<file path="config.mk">
export PLATFORM = sky130hd
export DESIGN_NAME = dsp48a1_slice_flat
export DESIGN_NICKNAME = d
export VERILOG_FILES = /design/src/rtl/dsp48a1_slice_if.sv /design/src/rtl/dsp48a1_slice.sv /design/src/flat_wrapper.sv
export SDC_FILE = /design/constraint.sdc
export NUM_CORES = 2
export LEC_CHECK = 0
export ABC_AREA = 1
export BUFFER_PORTS_ARGS = -buffer_cell sky130_fd_sc_hd__buf_4
export CAP_MARGIN = 20
export CELL_PAD_IN_SITES_DETAIL_PLACEMENT = 0
export CELL_PAD_IN_SITES_GLOBAL_PLACEMENT = 1
export CORE_UTILIZATION = 39
export CTS_CLUSTER_SIZE = 28
export DETAILED_ROUTE_END_ITERATION = 8
export GPL_ROUTABILITY_DRIVEN = 0
export HOLD_SLACK_MARGIN = 0.12
export PLACE_DENSITY = 0.79
export SYNTH_ARGS = -nofsm -noshare
export SYNTH_HDL_FRONTEND = slang
export SYNTH_SLANG_ARGS = --single-unit
</file>
<file path="constraint.sdc">
create_clock -name CLK -period 7.8 [get_ports CLK]
set_input_delay 0.78 -clock CLK [delete_from_list [all_inputs] [get_ports CLK]]
set_output_delay 0.78 -clock CLK [all_outputs]
set_load 0.01 [all_outputs]
</file>
<file path="src/rtl/dsp48a1_slice_if.sv">
// rtl/dsp48a1_slice_if.sv - operand/result bundle for the dsp48a1_slice DSP slice
interface dsp48a1_slice_if;
    logic [17:0] A;
    logic [17:0] B;
    logic [17:0] D;
    logic [17:0] BCIN;
    logic [47:0] C;
    logic [47:0] PCIN;
    logic        CARRYIN;
    logic [7:0]  OPMODE;
    logic [35:0] M;
    logic [47:0] P;
    logic [47:0] PCOUT;
    logic [17:0] BCOUT;
    logic        CARRYOUT;
    logic        CARRYOUTF;

    modport master (
        output A, B, D, BCIN, C, PCIN, CARRYIN, OPMODE,
        input  M, P, PCOUT, BCOUT, CARRYOUT, CARRYOUTF
    );

    modport slave (
        input  A, B, D, BCIN, C, PCIN, CARRYIN, OPMODE,
        output M, P, PCOUT, BCOUT, CARRYOUT, CARRYOUTF
    );
endinterface

</file>
<file path="src/rtl/dsp48a1_slice.sv">
// rtl/dsp48a1_slice.sv - DSP48A1-style pre-adder, 18x18 multiplier and 48-bit post-adder slice
module dsp48a1_slice #(
    parameter int    A0REG       = 0,
    parameter int    A1REG       = 1,
    parameter int    B0REG       = 0,
    parameter int    B1REG       = 1,
    parameter int    CREG        = 1,
    parameter int    DREG        = 1,
    parameter int    MREG        = 1,
    parameter int    PREG        = 1,
    parameter int    CARRYINREG  = 1,
    parameter int    CARRYOUTREG = 1,
    parameter int    OPMODEREG   = 1,
    parameter string CARRYINSEL  = "OPMODE5",
    parameter string B_INPUT     = "DIRECT"
) (
    input  logic CLK,
    input  logic RSTA,
    input  logic RSTB,
    input  logic RSTC,
    input  logic RSTD,
    input  logic RSTM,
    input  logic RSTP,
    input  logic RSTOPMODE,
    input  logic RSTCARRYIN,
    input  logic CEA,
    input  logic CEB,
    input  logic CEC,
    input  logic CED,
    input  logic CEM,
    input  logic CEP,
    input  logic CEOPMODE,
    input  logic CECARRYIN,
    dsp48a1_slice_if.slave bus
);

    // Anything other than the exact alternate string falls back to the default source.
    localparam bit CIN_FROM_PORT = (CARRYINSEL == "CARRYIN");
    localparam bit B_CASCADE     = (B_INPUT == "CASCADE");

    logic [7:0]  op_q, opv;
    logic [17:0] a0_q, a0v, a1_q, a1v;
    logic [17:0] b0_src, b0_q, b0v, b1_d, b1_q, b1v;
    logic [17:0] d_q, dv, pre_d;
    logic [47:0] c_q, cv;
    logic [35:0] mul_a, mul_b, prod_d, m_q, mv;
    logic        cin_d, cin_q, cinv;
    logic [47:0] x_d, z_d, pv;
    logic [48:0] post_d;
    logic [47:0] p_q;
    logic        cout_q;

    // Opmode register: selects every mux downstream.
    always_ff @(posedge CLK) begin
        if (!RSTOPMODE)    op_q <= '0;
        else if (CEOPMODE) op_q <= bus.OPMODE;
    end
    assign opv = (OPMODEREG != 0) ? op_q : bus.OPMODE;

    // A stage 0 register.
    always_ff @(posedge CLK) begin
        if (!RSTA)    a0_q <= '0;
        else if (CEA) a0_q <= bus.A;
    end
    assign a0v = (A0REG != 0) ? a0_q : bus.A;

    // A stage 1 register (multiplier A operand).
    always_ff @(posedge CLK) begin
        if (!RSTA)    a1_q <= '0;
        else if (CEA) a1_q <= a0v;
    end
    assign a1v = (A1REG != 0) ? a1_q : a0v;

    assign b0_src = B_CASCADE ? bus.BCIN : bus.B;

    // B stage 0 register.
    always_ff @(posedge CLK) begin
        if (!RSTB)    b0_q <= '0;
        else if (CEB) b0_q <= b0_src;
    end
    assign b0v = (B0REG != 0) ? b0_q : b0_src;

    // D register feeding the pre-adder.
    always_ff @(posedge CLK) begin
        if (!RSTD)    d_q <= '0;
        else if (CED) d_q <= bus.D;
    end
    assign dv = (DREG != 0) ? d_q : bus.D;

    // Pre-adder wraps at 18 bits; B1 takes either its result or B0.
    assign pre_d = opv[6] ? (dv - b0v) : (dv + b0v);
    assign b1_d  = opv[4] ? pre_d : b0v;

    // B stage 1 register (multiplier B operand, also the cascade output).
    always_ff @(posedge CLK) begin
        if (!RSTB)    b1_q <= '0;
        else if (CEB) b1_q <= b1_d;
    end
    assign b1v = (B1REG != 0) ? b1_q : b1_d;

    // With MREG the product register captures on the same edge as B1/A1, so the
    // multiply costs one edge in total and A/B/D reach P in three edges.
    assign mul_b  = {18'b0, (MREG != 0) ? b1_d : b1v};
    assign mul_a  = {18'b0, (MREG != 0) ? a0v  : a1v};
    assign prod_d = mul_b * mul_a;

    // Multiplier output register.
    always_ff @(posedge CLK) begin
        if (!RSTM)    m_q <= '0;
        else if (CEM) m_q <= prod_d;
    end
    assign mv = (MREG != 0) ? m_q : prod_d;

    // C operand register.
    always_ff @(posedge CLK) begin
        if (!RSTC)    c_q <= '0;
        else if (CEC) c_q <= bus.C;
    end
    assign cv = (CREG != 0) ? c_q : bus.C;

    // Registered carry-in taps the opmode bit ahead of OPMODEREG so it lines up
    // with the registered opmode it accompanies.
    assign cin_d = CIN_FROM_PORT ? bus.CARRYIN
                 : ((CARRYINREG != 0) ? bus.OPMODE[5] : opv[5]);

    // Carry-in register.
    always_ff @(posedge CLK) begin
        if (!RSTCARRYIN)    cin_q <= 1'b0;
        else if (CECARRYIN) cin_q <= cin_d;
    end
    assign cinv = (CARRYINREG != 0) ? cin_q : cin_d;

    // X/Z operand selection and 49-bit post-adder; bit 48 is carry or borrow.
    always_comb begin
        x_d = '0;
        z_d = '0;
        case (opv[1:0])
            2'd0:    x_d = '0;
            2'd1:    x_d = {12'b0, mv};
            2'd2:    x_d = pv;
            default: x_d = {dv[11:0], a1v, b1v};
        endcase
        case (opv[3:2])
            2'd0:    z_d = '0;
            2'd1:    z_d = bus.PCIN;
            2'd2:    z_d = pv;
            default: z_d = cv;
        endcase
        if (opv[7]) post_d = {1'b0, z_d} - ({1'b0, x_d} + {48'b0, cinv});
        else        post_d = {1'b0, z_d} + {1'b0, x_d} + {48'b0, cinv};
    end

    // P and CARRYOUT registers share the P reset and enable.
    always_ff @(posedge CLK) begin
        if (!RSTP) begin
            p_q    <= '0;
            cout_q <= 1'b0;
        end else if (CEP) begin
            p_q    <= post_d[47:0];
            cout_q <= post_d[48];
        end
    end

    // Feedback from P only makes sense registered; unregistered P is a plain wire.
    generate
        if (PREG != 0) begin : g_preg
            assign pv = p_q;
        end else begin : g_pwire
            assign pv = post_d[47:0];
        end
    endgenerate

    assign bus.M         = mv;
    assign bus.P         = pv;
    assign bus.PCOUT     = pv;
    assign bus.BCOUT     = b1v;
    assign bus.CARRYOUT  = (CARRYOUTREG != 0) ? cout_q : post_d[48];
    assign bus.CARRYOUTF = bus.CARRYOUT;

endmodule

</file>
<file path="src/flat_wrapper.sv">
// flat-port wrapper written by rule: the top's interface ports become plain ports
module dsp48a1_slice_flat 
#(
    parameter int    A0REG       = 0,
    parameter int    A1REG       = 1,
    parameter int    B0REG       = 0,
    parameter int    B1REG       = 1,
    parameter int    CREG        = 1,
    parameter int    DREG        = 1,
    parameter int    MREG        = 1,
    parameter int    PREG        = 1,
    parameter int    CARRYINREG  = 1,
    parameter int    CARRYOUTREG = 1,
    parameter int    OPMODEREG   = 1,
    parameter string CARRYINSEL  = "       ",
    parameter string B_INPUT     = "      "
)
  (CLK, RSTA, RSTB, RSTC, RSTD, RSTM, RSTP, RSTOPMODE, RSTCARRYIN, CEA, CEB, CEC, CED, CEM, CEP, CEOPMODE, CECARRYIN, bus_A, bus_B, bus_D, bus_BCIN, bus_C, bus_PCIN, bus_CARRYIN, bus_OPMODE, bus_M, bus_P, bus_PCOUT, bus_BCOUT, bus_CARRYOUT, bus_CARRYOUTF);
  dsp48a1_slice_if bus_i ();
  input  logic CLK;
  input  logic RSTA;
  input  logic RSTB;
  input  logic RSTC;
  input  logic RSTD;
  input  logic RSTM;
  input  logic RSTP;
  input  logic RSTOPMODE;
  input  logic RSTCARRYIN;
  input  logic CEA;
  input  logic CEB;
  input  logic CEC;
  input  logic CED;
  input  logic CEM;
  input  logic CEP;
  input  logic CEOPMODE;
  input  logic CECARRYIN;
  input wire logic [$bits(bus_i.A)-1:0] bus_A;
  input wire logic [$bits(bus_i.B)-1:0] bus_B;
  input wire logic [$bits(bus_i.D)-1:0] bus_D;
  input wire logic [$bits(bus_i.BCIN)-1:0] bus_BCIN;
  input wire logic [$bits(bus_i.C)-1:0] bus_C;
  input wire logic [$bits(bus_i.PCIN)-1:0] bus_PCIN;
  input wire logic [$bits(bus_i.CARRYIN)-1:0] bus_CARRYIN;
  input wire logic [$bits(bus_i.OPMODE)-1:0] bus_OPMODE;
  output wire logic [$bits(bus_i.M)-1:0] bus_M;
  output wire logic [$bits(bus_i.P)-1:0] bus_P;
  output wire logic [$bits(bus_i.PCOUT)-1:0] bus_PCOUT;
  output wire logic [$bits(bus_i.BCOUT)-1:0] bus_BCOUT;
  output wire logic [$bits(bus_i.CARRYOUT)-1:0] bus_CARRYOUT;
  output wire logic [$bits(bus_i.CARRYOUTF)-1:0] bus_CARRYOUTF;
  assign bus_i.A = bus_A;
  assign bus_i.B = bus_B;
  assign bus_i.D = bus_D;
  assign bus_i.BCIN = bus_BCIN;
  assign bus_i.C = bus_C;
  assign bus_i.PCIN = bus_PCIN;
  assign bus_i.CARRYIN = bus_CARRYIN;
  assign bus_i.OPMODE = bus_OPMODE;
  assign bus_M = bus_i.M;
  assign bus_P = bus_i.P;
  assign bus_PCOUT = bus_i.PCOUT;
  assign bus_BCOUT = bus_i.BCOUT;
  assign bus_CARRYOUT = bus_i.CARRYOUT;
  assign bus_CARRYOUTF = bus_i.CARRYOUTF;
  dsp48a1_slice #(.A0REG(A0REG), .A1REG(A1REG), .B0REG(B0REG), .B1REG(B1REG), .CREG(CREG), .DREG(DREG), .MREG(MREG), .PREG(PREG), .CARRYINREG(CARRYINREG), .CARRYOUTREG(CARRYOUTREG), .OPMODEREG(OPMODEREG), .CARRYINSEL(CARRYINSEL), .B_INPUT(B_INPUT)) u_core (.CLK(CLK), .RSTA(RSTA), .RSTB(RSTB), .RSTC(RSTC), .RSTD(RSTD), .RSTM(RSTM), .RSTP(RSTP), .RSTOPMODE(RSTOPMODE), .RSTCARRYIN(RSTCARRYIN), .CEA(CEA), .CEB(CEB), .CEC(CEC), .CED(CED), .CEM(CEM), .CEP(CEP), .CEOPMODE(CEOPMODE), .CECARRYIN(CECARRYIN), .bus(bus_i));
endmodule
</file>
Yosys cells after proc, flatten, opt, wreduce, memory -nomap -nowiden

Index checks and enable logic that the tools add are counted.

Flip-flop bits (word level): 196
Output and inout port bits: 152

Multipliers: 1
Multiplexer cells: 5
$add $sub $neg: 6
Equality and inequality tests: 4
Reduce and logical (&&, ||, !) cells: 2

Operators with widths:

| cell               | number |
|---|---|
| $pmux 48 s3        | 2 |
| $add 48x1->49      | 1 |
| $add 48x48->49     | 1 |
| $add 49x1->49      | 1 |
| $mux 49            | 1 |
| $sub 48x49->49     | 1 |
| $mul 18x18->36     | 1 |
| $mux 18            | 2 |
| $add 18x18->18     | 1 |
| $sub 18x18->18     | 1 |
| $eq 2x1->1 const B | 2 |
| $eq 2x2->1 const B | 2 |
| $logic_not 2->1    | 2 |

Logic depth before layout (Yosys ltp)

Depth after elaboration: 5
Mapped depth: 44

Worst setup path after synthesis

Ideal clock, no wire load.

Kind: input to register
From: input bus_B[0]
To: register u_core.m_q[35] (netlist: u_core.bus.M[35])
Buffers on the path: 1
Path slack: 0.315 ns
Arrival time: 7.369 ns
Stages on the path: 39
Data required time: 7.685 ns
Cell sequence: inv_1 ha_1 nand4_1 nor2_1 nand3_1 nand2_1 xnor2_1 inv_1 ha_1 a21oi_1 a21boi_1 nand3_1 nor2_1 o21ai_4 nand2_2 buf_2 nor2_1 fa_1 [... 3 more ...] fa_1 fa_1 fa_1 inv_1 fa_1 inv_1 ha_1 a21o_1 nor2_1 nor2_1 nor2_1 o21ai_1 nand3_1 nand2_1 nand2_1 nand2_1 o21ai_0 inv_1

Longest elaborated chain between the ends: 4
Elaborated cells on any way between the ends: 5
Classes of those cells: 2 x add/sub; 1 x mul; 2 x mux

RTL lines:

| what                                             | RTL line             | text |
|---|---|---|
| from (decl)                                      | flat_wrapper.sv:38   | `input wire logic [$bits(bus_i.B)-1:0] bus_B;` |
| $add 18x18->18 or $sub 18x18->18 (tied branches) | dsp48a1_slice.sv:91  | `assign pre_d = opv[6] ? (dv - b0v) : (dv + b0v);` |
| $mux 18                                          | dsp48a1_slice.sv:91  |  |
| $mux 18 *                                        | dsp48a1_slice.sv:92  | `assign b1_d = opv[4] ? pre_d : b0v;` |
| $mul 18x18->36 *                                 | dsp48a1_slice.sv:105 | `assign prod_d = mul_b * mul_a;` |
| to (signal assigned)                             | dsp48a1_slice.sv:110 | `else if (CEM) m_q <= prod_d;` |
| to (decl)                                        | dsp48a1_slice.sv:46  | `logic [35:0] mul_a, mul_b, prod_d, m_q, mv;` |

Mark *: on every way between the ends. The rest lies on a longest branch, timed or not.
A chain may end at the register's enable or synchronous reset.

Worst setup path after layout

From: input bus_B[0]
To: register u_core.m_q[32] (netlist: u_core.bus.M[32])

The elaborated chain is that of the path after synthesis.

==> results by group <==
Drt
  – Total wire length: 131,000 um
  – ANT nets after route: 0
  – Drt drc: 0
  – WL/cell: 20.6 um
  – Iteration-0 DRC Markers: 3,229
  – DR vias: 33,000
  – First-pass DRT Iterations: 8
  – Via density: roughly 5.2

Worst setup path
  – WP data arrival: 7.79 ns
  – Critical path class: in2reg
  – Crit path required time: 8.20 ns
  – Slowest stage delay, CP: 0.55 ns
  – Crit-path slowest cell: fa_1
  – Worst r2r path cells: 36
  – Critical R2R Capture: u_core.bus.M[31]
  – FF-to-FF Start: u_core.op_q[6]
  – CP dominant cell by count: fa_1
  – R2R setup slack: 0.44 ns
  – Max FO, Critical Path: 6
  – Critical Path Sink Type: register
  – Startpoint Class: input port

Yosys
  – Post-synth EDFFs: 0
  – Flops & latches, synth: 195
  – Avg Inst Size Synth: 6.29 um2
  – Synth Flop Type: dfxtp_1
  – Register area share after synthesis: 12.7%
  – Post-Synthesis Cells: 4,895
  – Syn_nets: 5,617
  – Yosys cell types: 53
  – Async S/R FF share, synth: 0%
  – Synth warn: 0
  – Mapped Area: roughly 0.031 mm2

Status
  – Status: complete, no violations

GRT
  – GRT Total Usage: roughly 32%
  – Remaining Overflow, GRT: 0
  – Antenna violations before repair: 9
  – First-pass GRT wire length: 193,000 um
  – Vias in the first global route: ~32,000
  – Largest net degree at the start of global routing: 72

Placed design
  – IO buf count: ~330
  – Pre-CTS WS: -0.466 ns
  – DP HPWL: about 110,000 um

Timing
  – Clock skew: ~0.031 ns
  – Crit path time final: 7.40 ns
  – Final Hold Vio Count: 0
  – Slew HR: 27.2%
  – Setup WS post-layout: 0.401 ns
  – Slew Limit Fails: 0
  – Final setup viols: 0
  – Fmax: 135 MHz
  – Least-Margin Pin Slew: approximately 1.1 ns
  – Worst hold margin: 0.443 ns
  – Period utilization: between 90 and 100%

Clocking
  – CTS tree: built
  – Root buf cell: clkbuf_16
  – Worst skew pair latency: roughly 0.52 ns
  – Total CTS buffers: 17
  – CTS Buffer Depth: 2
  – Clock Sinks: between 150 and 200
  – Cts hold-fix bufs: 0
  – Worst-path clk slew: about 0.090 ns
  – Max H-tree Level: 4

Floorplan
  – Total Die Area: 0.0801 mm2
  – Initial Utilization: 39.6%
  – Die Y: 283 um
  – Die Wd: 283 um
  – I/O pin count: between 300 and 400
  – CORE AREA: roughly 0.08 mm2
  – Row Count: 102

Flow run
  – Max capacitance violation total: 0

Hold path
  – Hold path depth: 2
  – Worst Hold Class: in2reg
  – Hold EP: u_core.cin_q
  – Worst hold start: CECARRYIN

Cells and area
  – Syn-to-layout area delta: 18.9%
  – Final net count: 6,011
  – Core Util, Final: around 47%
  – Share of layout cells above drive strength 1: 14.2%
area by class of cell:
class | instances | area [um2]
multi-input cells | 3415 | 22300
flip-flops and latches | 195 | 3910
inverters | 1094 | 4110
clock inverters | 14 | 183
repair buffers | 566 | 4320
well taps | 1040 | 1300
fillers | 8199 | 41100
diodes | 1 | 2.50
clock buffers | 18 | 429
state kept, by name, indices dropped and copies added (netlist names):
signal	flops
u_core.bus.BCOUT	18
u_core.cin_q	1
u_core.bus.M	36
u_core.c_q	48
u_core.op_q	7
u_core.a1_q	18
u_core.bus.P	48
u_core.d_q	18
u_core.bus.CARRYOUT	1
how the worst max path moves through the flow:
stage	to	slack [ns]	start
final	u_core.bus.M[32]	0.40	bus_B[0]
after global routing	u_core.bus.M[28]	-0.04	bus_B[0]
after CTS	u_core.bus.M[33]	0.06	bus_B[0]
after detailed placement	u_core.bus.M[34]	-0.47	bus_B[0]
after global placement	u_core.bus.M[33]	-0.45	bus_B[0]
after floorplan	u_core.bus.M[35]	0.32	bus_B[0]
cell usage in the layout, fill, tap and decap left out, types with 33 or more instances in the layout:
| cell type | count |
|---|---|
| inv_1 | 1063 |
| o211ai_1 | 34 |
| nand3_1 | 230 |
| ha_1 | 252 |
| fa_1 | 260 |
| dfxtp_1 | 193 |
| xor2_1 | 39 |
| nor2_1 | 566 |
| nor3_1 | 33 |
| nand4_1 | 44 |
| a21oi_1 | 282 |
| nand2_1 | 1118 |
| o21ai_0 | 238 |
| buf_4 | 558 |
synth_stat cells, types with 8 or more instances:
| master | number | area, um2 |
|---|---|---|
| nor3_1 | 34 | 170 |
| nand2_2 | 9 | 56.3 |
| buf_1 | 21 | 78.8 |
| nand2_1 | 1130 | 4240 |
| nor2_4 | 13 | 146 |
| fa_1 | 261 | 5230 |
| o221ai_1 | 22 | 193 |
| o22ai_1 | 8 | 50.1 |
| and2_1 | 11 | 68.8 |
| o21bai_1 | 16 | 120 |
| o21ai_1 | 14 | 70.1 |
| inv_1 | 1069 | 4010 |
| a221oi_1 | 22 | 193 |
| clkinv_1 | 11 | 41.3 |
| inv_2 | 14 | 52.6 |
| o21a_1 | 14 | 105 |
| xnor2_1 | 15 | 131 |
| nand3_1 | 235 | 1180 |
| buf_4 | 51 | 383 |
| dfxtp_1 | 195 | 3900 |
| nand3b_1 | 23 | 173 |
| a21oi_1 | 301 | 1510 |
| nand4_1 | 44 | 275 |
| clkbuf_1 | 97 | 364 |
| xor2_1 | 41 | 359 |
| o21ai_0 | 255 | 1280 |
| nor2_1 | 582 | 2180 |
| buf_2 | 20 | 100 |
| o211ai_1 | 34 | 255 |
| ha_1 | 267 | 3340 |
| a21o_1 | 8 | 60.1 |
metrics by stage:
stage	cell area, um2	cells	setup TNS [ns]
2_1_floorplan	30800	4895	0
3_3_place_gp	35400	6304	-6.79
3_5_place_dp	35400	6304	-7.91
4_1_cts	36000	6336	0
5_1_grt	36600	6342	-0.194
6_report	36600	6343	0
layer usage:
metal	vias to the layer above	share of wire [%]	track usage, %
met5	-	0.039	0
li1	15800	-	-
met4	8	4.9	14.1
met2	1346	46	53.2
met1	15600	42	41.1
met3	269	7.5	4.57
repair_timing:
item / 4_1_cts / 5_1_grt
setup buffers: 0 / 5
endpoints found under the setup margin: 0 / 22
resized for setup: 0 / 126
cells by family after synthesis:
logic type                 Yosys count  share of synthesized area, %
AOI/OAI and AO/OA                  725                          13.3
DFF                                195                          12.7
xor gates and xnor gates            56                          1.59
adders and majority gates          528                          27.8
buffers and inverters             1285                          16.4
and+or+nand+nor                   2106                          28.2
critical path: cells and delay by family:
kind | cells | cell delay (ns)
buf+inv | 10 | 0.85
simple gates | 14 | 1.58
compound gates | 5 | 0.71
fa+ha+maj | 9 | 3.73
xor+xnor | 1 | 0.12
Power is left out: the tool's default activity adds up to more than one toggle a clock period on the data nets, which glitch-free logic cannot reach.
